`src/rtl/rr_grant_encoder_if.sv`:
```
// Grant-offer bundle between the round-robin encoder and its consumer.
// master = encoder side (drives the offer), slave = requester/consumer side.
interface rr_grant_encoder_if #(
  parameter int WIDTH = 4,
  parameter int IDX_W = 2
);
  logic [WIDTH-1:0] req;
  logic             ack;
  logic             load;
  logic [WIDTH-1:0] grant;
  logic [IDX_W-1:0] grant_id;
  logic             busy;

  modport master (input req, ack, output load, grant, grant_id, busy);
  modport slave  (output req, ack, input load, grant, grant_id, busy);
endinterface

```
`src/rtl/rr_grant_encoder.sv`:
```
// Round-robin request encoder: picks one requester starting at a rotating
// pointer, offers it (load until ack), holds it until the winner drops its
// request, then moves priority to the requester just past the winner.
module rr_grant_encoder #(
  parameter int WIDTH = 4,
  parameter int IDX_W = 2
) (
  input logic                 clock,
  input logic                 reset,
  rr_grant_encoder_if.master  bus
);

  typedef enum logic [1:0] {IDLE, OFFER, HOLD} state_t;

  state_t           state;
  logic [IDX_W-1:0] ptr;
  logic [IDX_W-1:0] win;
  logic [WIDTH-1:0] win_oh;
  logic             found;
  logic [IDX_W-1:0] next_ptr;

  // Index p+k modulo WIDTH; WIDTH need not be a power of two, so wrap explicitly.
  function automatic logic [IDX_W-1:0] wrap_add(input logic [IDX_W-1:0] p, input int k);
    int s;
    s = int'(p) + k;
    if (s >= WIDTH) s = s - WIDTH;
    return IDX_W'(s);
  endfunction

  // First set request bit in the order ptr, ptr+1, ..., wrapping to ptr-1.
  always_comb begin
    win   = '0;
    found = 1'b0;
    for (int k = 0; k < WIDTH; k++) begin
      if (!found && bus.req[wrap_add(ptr, k)]) begin
        found = 1'b1;
        win   = wrap_add(ptr, k);
      end
    end
  end

  // One-hot form of the winner, loaded straight into the grant register.
  always_comb begin
    win_oh      = '0;
    win_oh[win] = 1'b1;
  end

  // Priority moves one past the released winner, wrapping at WIDTH-1.
  assign next_ptr = wrap_add(bus.grant_id, 1);

  // Offer/hold state machine; all outputs are registered here.
  always_ff @(posedge clock or negedge reset) begin
    if (!reset) begin
      state        <= IDLE;
      ptr          <= '0;
      bus.load     <= 1'b0;
      bus.grant    <= '0;
      bus.grant_id <= '0;
      bus.busy     <= 1'b0;
    end else begin
      case (state)
        IDLE: begin
          if (|bus.req) begin
            bus.grant    <= win_oh;
            bus.grant_id <= win;
            bus.load     <= 1'b1;
            bus.busy     <= 1'b1;
            state        <= OFFER;
          end
        end
        OFFER: begin
          if (bus.ack) begin
            // Acceptance wins over a same-cycle withdrawal; HOLD then releases.
            bus.load <= 1'b0;
            state    <= HOLD;
          end else if (!bus.req[bus.grant_id]) begin
            // Withdrawn before acceptance: drop the offer, keep priority.
            bus.load     <= 1'b0;
            bus.grant    <= '0;
            bus.grant_id <= '0;
            bus.busy     <= 1'b0;
            state        <= IDLE;
          end
        end
        HOLD: begin
          if (!bus.req[bus.grant_id]) begin
            bus.grant    <= '0;
            bus.grant_id <= '0;
            bus.busy     <= 1'b0;
            ptr          <= next_ptr;
            state        <= IDLE;
          end
        end
        default: state <= IDLE;
      endcase
    end
  end

endmodule

```
`src/flat_wrapper.sv`:
```
// flat-port wrapper written by rule: the top's interface ports become plain ports
module rr_grant_encoder_flat 
#(
  parameter int WIDTH = 4,
  parameter int IDX_W = 2
)
  (clock, reset, bus_req, bus_ack, bus_load, bus_grant, bus_grant_id, bus_busy);
  rr_grant_encoder_if #(.WIDTH(WIDTH), .IDX_W(IDX_W)) bus_i ();
  input logic clock;
  input logic reset;
  input wire logic [$bits(bus_i.req)-1:0] bus_req;
  input wire logic [$bits(bus_i.ack)-1:0] bus_ack;
  output wire logic [$bits(bus_i.load)-1:0] bus_load;
  output wire logic [$bits(bus_i.grant)-1:0] bus_grant;
  output wire logic [$bits(bus_i.grant_id)-1:0] bus_grant_id;
  output wire logic [$bits(bus_i.busy)-1:0] bus_busy;
  assign bus_i.req = bus_req;
  assign bus_i.ack = bus_ack;
  assign bus_load = bus_i.load;
  assign bus_grant = bus_i.grant;
  assign bus_grant_id = bus_i.grant_id;
  assign bus_busy = bus_i.busy;
  rr_grant_encoder #(.WIDTH(WIDTH), .IDX_W(IDX_W)) u_core (.clock(clock), .reset(reset), .bus(bus_i));
endmodule
```
`config.mk`:
```
export PLATFORM = sky130hd
export DESIGN_NAME = rr_grant_encoder_flat
export DESIGN_NICKNAME = d
export VERILOG_FILES = /design/src/rtl/rr_grant_encoder_if.sv /design/src/rtl/rr_grant_encoder.sv /design/src/flat_wrapper.sv
export SDC_FILE = /design/constraint.sdc
export NUM_CORES = 1
export LEC_CHECK = 0
export CAP_MARGIN = 5
export CORE_UTILIZATION = 49
export DETAILED_ROUTE_END_ITERATION = 12
export PLACE_DENSITY = 0.76
export SLEW_MARGIN = 10
export SYNTH_ARGS = -nofsm -noshare
export SYNTH_HDL_FRONTEND = slang
export SYNTH_SLANG_ARGS = --single-unit
export TNS_END_PERCENT = 30
```
`constraint.sdc`:
```
create_clock -name clock -period 2.2 [get_ports clock]
set_input_delay 0.44 -clock clock [delete_from_list [all_inputs] [get_ports clock]]
set_output_delay 0.44 -clock clock [all_outputs]
set_load 0.1 [all_outputs]
```
==> results.ini <==
[outcome]
status = complete, no violations

[logic_synthesis]
ys_async_sr_fraction_pct = 100.0
syn_nets = 86
synth_most_common_cell = dfrtp_1
ys_types = 29
synth.area.top_cells = dfrtp_1 40%, ha_1 6.6%, a32o_1 5.3%, mux2i_1 4.0%, a21oi_1 3.3%
synthCells = 75
synth_ff_type = dfrtp_1
synth_edf_count = 0
syn_area_um2 = 755.7
synthTopCellsByCount = 12 x dfrtp_1, 5 x a21oi_1, 5 x nand2_1, 5 x o21ai_0
avgSynthCellArea_um2 = 10.08
synth-seq-cells = 12
yosysTopAreaCell = dfrtp_1
ys.warnings.count = 0
ys_seq_area_share_pct = 39.74
yosysTopAreaCellShare_pct = 39.74

[critical_path]
r2r-end = u_core.bus.grant_id[1]$_DFFE_PN0P_
critPathRequiredTime_ps = 2350
reg2reg_from = u_core.state[1]$_DFFE_PN0P_
arrival_ps = 2020
critPathKind = primary input to flip-flop
r2r_slack_ps = 390
cp_max_fo = 8
end_kind = flip-flop
start_kind = primary input
rr_worst_depth = 5

[timing]
setup_slack_ps = 333.3
finalCritPeriodShare_pct = 84.85
clock.fmax_ghz = 0.5357
relSlewSlack_pct = 62.95
drv_slew = 0
tightest_slew_ps = 551.1
rsz0062_at_grt = false
hold_viol_final = 0
setup_tns_ps = 0
period_minus_slack_ps = 1867
setup_violations = 0
skew_ps = 6.605

[detailed_routing]
via_count = 624
antenna_left = 0
wire_per_inst_um = 13.99
drt_iter0_markers = 15
wirelength_um = 1525
viasPerCell = 5.725
first_pass_iters = 4
drc = 0

[placed_design]
placed_cell_area_um2 = 907.1
dp_hpwl_um = 1151
routabilityCongestion = 0.7221
place_ws_ps = 51.43
io_buffers = 14

[die]
rows = 13
num_io_pins = 15
die_height_um = 41.27
dieWidth_um = 41.27
dieArea_um2 = 1703
core_area_um2 = 1366
start_util_pct = 55.31

[global_route]
grt_start_max_net_pins = 13
first_global_vias = 474
grt_overflow = 0
grt_util_all_layers_pct = 19.30
antenna_found_initial = 0
grt_pass1_wl_um = 2056

[cts]
cts.clk_slew.worst_paths_ps = 80
ctsHtreeMaxLevel = 1
post-cts-setup-buffers = 0
clk_path_buf_depth = 2
ctsRootBufferMaster = clkbuf_4
clk_latency_ps = 270
tritoncts = done
hold_buffers = 0
cts_sinks = 12
cts_resized = 0
numCtsBuffers = 3

[layout]
drive_gt1_share_pct = 22.34
antenna_cells = 0
layout.nets = 106
fillerInstances = 116
finish.instance_area_um2 = 933.4
syn2layout_area_growth_pct = 23.51

[min_path]
hold_path_end = u_core.bus.grant[2]$_DFFE_PN0P_
holdPathStages = 1
hp-start = u_core.bus.grant[2]$_DFFE_PN0P_
hp-class = flip-flop to flip-flop

[run]
drv_cap = 0

## worst max-delay path by stage
stage / endpoint / start / cells after the start / slack (ps)
after floorplan: u_core.state[0]$_DFFE_PN0P_ / u_core.bus.grant_id[0]$_DFFE_PN0P_ / 4 / 50
after global routing: u_core.bus.grant[3]$_DFFE_PN0P_ / bus_req[1] / 5 / 290
after CTS: u_core.bus.grant[3]$_DFFE_PN0P_ / bus_req[0] / 5 / 330
final: u_core.bus.grant[3]$_DFFE_PN0P_ / bus_req[0] / 5 / 330
after detailed placement: u_core.bus.grant[1]$_DFFE_PN0P_ / bus_req[0] / 5 / 50
after global placement: u_core.bus.grant[3]$_DFFE_PN0P_ / bus_req[0] / 5 / 80
## cells by family (layout without fill, tap and decap cells)
kind of cell    Yosys count  in the layout  synth area share, %
buf+inv                   7             26                4.470
mux                       4              4                6.954
flops                    12             12                39.74
simple gates             24             24                19.70
xor+xnor                  1              1                1.159
fa+ha+maj                 4              4                6.623
compound gates           23             23                21.36
## metrics by stage
step / hold slack (ps) / utilization [%] / instances
floorplan: 144.4 / - / 75
global placement: 477.8 / 66.39 / 105
detailed placement: 486.1 / 66.39 / 105
CTS: 505.1 / 68.32 / 109
global route: 513.6 / 68.32 / 109
finish: 500.3 / 68.32 / 109
## layout make-up
cell class	instances	area, um^2	share of cell area [%]
well taps	15	18.77	2.011
clock buffers	4	26.28	2.815
multi-input cells	56	421.7	45.17
inverters	4	15.01	1.609
flip-flops and latches	12	301.5	32.31
repair buffers	18	150.1	16.09
## layout by cell type (no fill, tap or decap), types with 2 or more instances in the layout
cell type	Yosys	layout
nor3_1	3	3
dfrtp_1	12	11
inv_1	4	4
clkbuf_4	0	3
ha_1	4	4
clkdlybuf4s50_1	0	6
nand2b_1	4	4
o21ai_0	5	5
o22ai_1	2	2
nor2_1	3	3
a22o_1	2	2
a21oi_1	5	5
nand2_1	5	5
or4_4	2	2
mux2i_1	3	3
nor2b_1	2	2
buf_4	0	12
a32o_1	4	4
## sequential cells by signal, indices dropped and copies added (netlist names)
register / count
u_core.bus.grant_id: 2
u_core.state: 2
u_core.bus.busy: 1
u_core.bus.grant: 4
u_core.ptr: 2
u_core.bus.load: 1
## routing by layer
metal,vias up,track usage [%],part of all wire [%]
met3,2,4.891,3.7
met5,-,0,0
li1,315,-,-
met2,10,26.95,43
met4,0,7.258,0.72
met1,297,28.33,53
## critical path: stages
cell and delay, ps:
clkdlybuf4s50_1 460, or4_4 580, nor2_4 190, nor4_2 120, a32o_1 230
Power is not shown: default switching activity piles up to over one toggle a cycle in this logic, so the estimate is an artifact.
